==> config.mk <==
export PLATFORM = sky130hd
export DESIGN_NAME = mult_div_ctrl
export DESIGN_NICKNAME = d
export VERILOG_FILES = /design/src/rtl/mult_div_pkg.sv /design/src/rtl/mult_div_step.sv /design/src/rtl/mult_div_ctrl.sv
export SDC_FILE = /design/constraint.sdc
export NUM_CORES = 1
export LEC_CHECK = 0
export ABC_AREA = 1
export CAP_MARGIN = 10
export CORE_UTILIZATION = 55
export CTS_CLUSTER_SIZE = 12
export DETAILED_ROUTE_END_ITERATION = 10
export PLACE_DENSITY = 0.89
export SLEW_MARGIN = 0
export SYNTH_ARGS = -nofsm -noshare
export SYNTH_HDL_FRONTEND = slang
export SYNTH_SLANG_ARGS = --single-unit
==> constraint.sdc <==
create_clock -name Clk -period 3.1 [get_ports Clk]
set_clock_uncertainty 0.15 [all_clocks]
set_input_delay 0.62 -clock Clk [delete_from_list [all_inputs] [get_ports Clk]]
set_output_delay 0.62 -clock Clk [all_outputs]
set_load 0.03 [all_outputs]
==> src/rtl/mult_div_pkg.sv <==
// Shared types and defaults for the multiply/divide sequencer.
package mult_div_pkg;

  localparam int unsigned WIDTH_DEF = 32;

  typedef enum logic [1:0] {
    OP_MULT = 2'b00,
    OP_DIV  = 2'b01
  } op_t;

  typedef enum logic [1:0] {
    IDLE,
    RUN,
    FIX,
    DONE
  } state_t;

endpackage

==> src/rtl/mult_div_step.sv <==
// One combinational iteration: radix-2 Booth step (MULT) or restoring
// subtract/shift step on magnitudes (DIV) over a shared {hi, lo, q-1} accumulator.
module mult_div_step
  import mult_div_pkg::*;
#(
  parameter int unsigned WIDTH = WIDTH_DEF
) (
  input  logic               is_div_i,
  input  logic [2*WIDTH:0]   acc_i,
  input  logic [WIDTH-1:0]   m_i,
  output logic [2*WIDTH:0]   acc_o
);

  logic [WIDTH-1:0] hi;
  logic [WIDTH-1:0] lo;
  logic             qm1;
  logic [WIDTH:0]   bsum;
  logic [2*WIDTH:0] booth_next;
  logic [WIDTH-1:0] s_lo;
  logic [WIDTH-1:0] diff;
  logic             ge;
  logic [2*WIDTH:0] div_next;

  assign hi  = acc_i[2*WIDTH:WIDTH+1];
  assign lo  = acc_i[WIDTH:1];
  assign qm1 = acc_i[0];

  // Booth sum needs one guard bit: subtracting the most negative multiplicand
  // would otherwise overflow before the arithmetic shift.
  always_comb begin
    bsum = {hi[WIDTH-1], hi};
    case ({lo[0], qm1})
      2'b01:   bsum = {hi[WIDTH-1], hi} + {m_i[WIDTH-1], m_i};
      2'b10:   bsum = {hi[WIDTH-1], hi} - {m_i[WIDTH-1], m_i};
      default: bsum = {hi[WIDTH-1], hi};
    endcase
    booth_next = {bsum[WIDTH:1], bsum[0], lo[WIDTH-1:1], lo[0]};
  end

  // A bit shifted out of the remainder top means the partial value exceeds
  // any WIDTH-bit divisor, so the WIDTH-bit wrap-around difference is exact.
  always_comb begin
    s_lo     = {hi[WIDTH-2:0], lo[WIDTH-1]};
    ge       = hi[WIDTH-1] | (s_lo >= m_i);
    diff     = s_lo - m_i;
    div_next = {(ge ? diff : s_lo), lo[WIDTH-2:0], ge, 1'b0};
  end

  assign acc_o = is_div_i ? div_next : booth_next;

endmodule

==> src/rtl/mult_div_ctrl.sv <==
// Multicycle sequencer for the shared multiply/divide unit: latches operands,
// iterates WIDTH steps, sign-corrects and holds the result in Hi/Lo.
module mult_div_ctrl
  import mult_div_pkg::*;
#(
  parameter int unsigned WIDTH = WIDTH_DEF,
  parameter int unsigned CNT_W = $clog2(WIDTH) + 1
) (
  input  logic             Clk,
  input  logic             Reset,
  input  logic             Start,
  input  logic [1:0]       Op,
  input  logic [WIDTH-1:0] A,
  input  logic [WIDTH-1:0] B,
  output logic             Busy,
  output logic             Done,
  output logic             DivZero,
  output logic [WIDTH-1:0] Hi,
  output logic [WIDTH-1:0] Lo
);

  state_t             state_q, state_d;
  op_t                op_q;
  logic [CNT_W-1:0]   cnt_q;
  logic [WIDTH-1:0]   m_q;
  logic [2*WIDTH:0]   acc_q;
  logic [2*WIDTH:0]   acc_step;
  logic               negq_q, negr_q, div0_q;
  logic [WIDTH-1:0]   hi_q, lo_q;

  logic               valid_op, is_div_req, b_zero;
  logic               accept, div0, run_step, fix;
  logic [WIDTH-1:0]   a_mag, b_mag, quo, rem;

  assign valid_op   = (Op == OP_MULT) || (Op == OP_DIV);
  assign is_div_req = (Op == OP_DIV);
  assign b_zero     = (B == '0);
  assign a_mag      = A[WIDTH-1] ? (~A + 1'b1) : A;
  assign b_mag      = B[WIDTH-1] ? (~B + 1'b1) : B;

  always_comb begin
    state_d  = state_q;
    accept   = 1'b0;
    div0     = 1'b0;
    run_step = 1'b0;
    fix      = 1'b0;
    case (state_q)
      IDLE, DONE: begin
        state_d = IDLE;
        if (Start && valid_op) begin
          accept = 1'b1;
          if (is_div_req && b_zero) begin
            div0    = 1'b1;
            state_d = DONE;
          end else begin
            state_d = RUN;
          end
        end
      end
      RUN: begin
        run_step = 1'b1;
        if (cnt_q == CNT_W'(WIDTH - 1)) state_d = FIX;
      end
      FIX: begin
        fix     = 1'b1;
        state_d = DONE;
      end
      default: state_d = IDLE;
    endcase
  end

  always_ff @(posedge Clk or negedge Reset) begin
    if (!Reset) state_q <= IDLE;
    else        state_q <= state_d;
  end

  mult_div_step #(.WIDTH(WIDTH)) u_step (
    .is_div_i (op_q == OP_DIV),
    .acc_i    (acc_q),
    .m_i      (m_q),
    .acc_o    (acc_step)
  );

  assign quo = acc_q[WIDTH:1];
  assign rem = acc_q[2*WIDTH:WIDTH+1];

  always_ff @(posedge Clk or negedge Reset) begin
    if (!Reset) begin
      op_q   <= OP_MULT;
      cnt_q  <= '0;
      m_q    <= '0;
      acc_q  <= '0;
      negq_q <= 1'b0;
      negr_q <= 1'b0;
      div0_q <= 1'b0;
      hi_q   <= '0;
      lo_q   <= '0;
    end else begin
      if (accept) begin
        cnt_q  <= '0;
        div0_q <= div0;
        if (is_div_req) begin
          op_q   <= OP_DIV;
          m_q    <= b_mag;
          acc_q  <= {{WIDTH{1'b0}}, a_mag, 1'b0};
          negq_q <= A[WIDTH-1] ^ B[WIDTH-1];
          negr_q <= A[WIDTH-1];
        end else begin
          op_q   <= OP_MULT;
          m_q    <= A;
          acc_q  <= {{WIDTH{1'b0}}, B, 1'b0};
          negq_q <= 1'b0;
          negr_q <= 1'b0;
        end
      end else if (run_step) begin
        acc_q <= acc_step;
        cnt_q <= cnt_q + 1'b1;
      end
      if (fix) begin
        if (op_q == OP_DIV) begin
          hi_q <= negr_q ? (~rem + 1'b1) : rem;
          lo_q <= negq_q ? (~quo + 1'b1) : quo;
        end else begin
          hi_q <= rem;
          lo_q <= quo;
        end
      end
    end
  end

  assign Busy    = (state_q == RUN) || (state_q == FIX);
  assign Done    = (state_q == DONE);
  assign DivZero = Done && div0_q;
  assign Hi      = hi_q;
  assign Lo      = lo_q;

endmodule

==> flow_summary_export.csv <==
group,metric,value,unit
routing,dr.pass1.iters,8,
run,maxCapViolations,0,
critical_path,cp_slowest_cell,"dfrtp_1",
global_route,grt_use_met3,0.114,
logic_synthesis,synth_fp_nets,2978,
timing,min_period_over_period,1.11,
global_route,grt_pass1_vias,20300,
global_route,use_met1,0.513,
critical_path,cpPeakStageDelay,0.39,ns
clock_network,cts_tree,"done",
global_route,busiest_layer,"met2",
floorplanning,fp.dieArea,0.0318,mm2
timing,fmax,291,MHz
placement,placed_cell_area,0.0206,mm2
global_route,grt_start_max_net_pins,67,
timing,post-route-min-period,3.43,ns
floorplanning,die_h,178,um
logic_synthesis,synth.mux.area_fraction,0,
outcome,failed_checks,"hold timing, setup timing",
logic_synthesis,yosys.area_share.simple,0.352,
logic_synthesis,synth_edf_count,0,
timing,worst_slew_pin_slew,0.817,ns
cells_and_area,stdcell_count,3587,
placement,place.port_buffers,135,
floorplanning,die_w,178,um
critical_path,crit_path_end,"acc_q[62]",
routing,drt_iter0_markers,2735,
floorplanning,core_area,0.0306,mm2
timing,finalHoldViolCount,1,
critical_path,cp.depth,22,
logic_synthesis,synth_top_family_by_area,"simple AND/OR/NAND/NOR gates",
clock_network,cts_buffers,17,
logic_synthesis,synthCells,2832,
logic_synthesis,ys_seq_elements,173,
critical_path,critPathTopFamily,"simple AND/OR/NAND/NOR gates",
timing,finalSetupViolCount,22,
global_route,grt_overflow,0,
timing,slew_violations,0,
cells_and_area,syn_to_final_growth,32.6,%
critical_path,r2r_cells,22,
timing,rsz0062_at_grt,"yes",
routing,drc,0,
placement,dp.cells,3526,
clock_network,clock_sinks,173,
cells_and_area,nets,3322,
routing,wl,74700,um
clock_network,htreeDepth,4,
logic_synthesis,syn-mean-instance-area,6.04,um2
cells_and_area,layout_commonest_cell,"nand2_1",
clock_network,clk_pin_slew,0.08,ns
logic_synthesis,synthArstFlopShare,1.00,
clock_network,clock-root-buffer,"clkbuf_16",
placement,dp_hpwl,54900,um
logic_synthesis,ys_types,50,
routing,drt-vias-per-instance,6.04,
global_route,grt_usage,0.455,
logic_synthesis,yosysSeqAreaShare,0.253,
routing,wire_per_inst,20.8,um
critical_path,crit_type,"flop to flop",
routing,vias,21700,
floorplanning,pin_count,136,
critical_path,end_kind,"flop",
logic_synthesis,ys.flop_type,"dfrtp_1",
logic_synthesis,ys_warn_count,0,
cells_and_area,final_cell_mix,"766 x nand2_1, 350 x inv_1, 262 x buf_4",
critical_path,rr_startpoint,"m_q[3]",
clock_network,cts_buffer_depth,2,
logic_synthesis,synth_compound_area_frac,0.180,
cells_and_area,drive_above_1_share,0.192,
global_route,antenna_found_initial,3,
placement,gp_congestion,1.06,
timing,maxSlewHeadroom,0.455,
floorplanning,initial_utilization,0.559,
critical_path,required,3.30,ns
cells_and_area,nFillCells,2390,
global_route,gr-usage-met2,0.727,
timing,holdWs,-0.00313,ns
timing,fin_ws,-0.334,ns
timing,finalSetupTns,-4.44,ns
critical_path,crit_buf_inv,3,
clock_network,clkLatencyLatePin,0.47,ns
cells_and_area,utilization,0.741,
critical_path,rr_endpoint,"acc_q[62]",
critical_path,startpoint_type,"flop",
logic_synthesis,synthXorXnorAreaFrac,0.0481,
logic_synthesis,synth_area,0.0171,mm2
critical_path,cp.arrival,3.64,ns
critical_path,cp_max_fo,4,
critical_path,crit_chain,"nor2_2, nand4_1, nor2_2, nand4_1, nand2_1, buf_6, xor2_2, inv_2, ha_4, nand2_1, inv_1, nand2_1, nor2_1, nor2_2, nand2_2, nand2_1, nand2_1, nand2_1, nand3_1, nand2_1, nand3_1, nand2_1",
cells_and_area,final_area,0.0227,mm2
critical_path,startpoint,"m_q[3]",
critical_path,r2r_slack,-0.33,ns
routing,ant_nets,0,
floorplanning,fp-row-count,64,
global_route,grt_pass1_wl,110000,um
logic_synthesis,synthAdderAreaFrac,0.0572,
critical_path,path_common_cell,"nand2_1",
hold_path,worstHoldPathType,"input port to asynchronous set/reset pin",
outcome,outcome,"complete, but fails checks",
-- routing by layer --
metal	part of all wire	routed length, um
met3	0.10	7610
met5	0.00062	46
met4	0.10	7580
met1	0.35	26400
met2	0.44	33100
-- sequential cells by signal, summed over array words and instances (netlist names) --
| register | cells |
|---|---|
| m_q | 32 |
| op_q | 1 |
| negq_q | 1 |
| acc_q | 65 |
| Hi | 32 |
| Lo | 32 |
| cnt_q | 6 |
| state_q | 2 |
| div0_q | 1 |
| negr_q | 1 |
-- how the worst min path moves through the flow --
| stage | from | to | slack, ns |
|---|---|---|---|
| finish | Reset | acc_q[64] | -0.003 |
| global route | Reset | acc_q[64] | 0.05 |
| CTS | Reset | acc_q[64] | 0.03 |
| detailed placement | cnt_q[5] | cnt_q[5] | 0.31 |
| global placement | cnt_q[5] | cnt_q[5] | 0.30 |
| floorplan | Reset | Hi[0] | 0.17 |
-- what timing repair did --
action | 4_1_cts | 5_1_grt
pin swaps | 77 | 83
gates cloned | 0 | 0
hold buffers | 0 | 0
endpoints found under the setup margin | 27 | 31
setup buffers | 10 | 19
resized for setup | 174 | 157
-- synthesized netlist by cell type, types with 4 or more instances --
master    instances  share of area
inv_1           378          0.083
nand4_1          30          0.011
nor3_2            4         0.0023
dfrtp_1         173           0.25
a22oi_1           7         0.0031
xor2_1           77          0.039
o22ai_1           5         0.0018
o21ai_1          21         0.0061
o21ai_2           4         0.0020
buf_1            12         0.0026
o21ai_0         197          0.058
ha_1             75          0.055
nand2_1         835           0.18
nand3_1         188          0.055
inv_2             8         0.0018
a31oi_1          38          0.014
buf_2            14         0.0041
o21bai_1         17         0.0075
clkbuf_1         67          0.015
nand2_2          12         0.0044
nor4_1           12         0.0044
nor3_1           39          0.011
xnor2_1          17         0.0087
o211ai_1         37          0.016
nor2_2           12         0.0044
o31ai_1           5         0.0022
nand3b_1         13         0.0057
a21oi_1         220          0.064
nor2_1          278          0.061
or2_2             6         0.0022
-- cell families (layout without fill, tap and decap cells) --
group                      Yosys count  count (layout)
AOI/OAI and AO/OA                  561             561
xor gates and xnor gates            94              94
adders and majority gates           77              77
buffers and inverters              487             844
DFF                                173             173
other                                0               2
and+or+nand+nor                   1440            1440
-- layout make-up --
class	count	area [um2]	area share
clock buffer	18	439	0.0194
multi-input combinational	2172	12100	0.534
timing repair buffer	423	3660	0.162
tap	396	495	0.0218
clock inverter	14	171	0.00756
inverter	389	1470	0.0649
sequential	173	4330	0.191
antenna	2	5.00	0.000221
-- per-stage QoR --
step | setup WS (ns) | hold WS [ns]
final | -0.334 | -0.00313
after global routing | -0.514 | 0.0479
after CTS | -0.220 | 0.0293
after detailed placement | -0.499 | 0.310
after global placement | -0.359 | 0.298
after floorplan | 0.0236 | 0.174
Power is left out: the tool's default activity adds up to more than one toggle a clock period on the data nets, which glitch-free logic cannot reach.
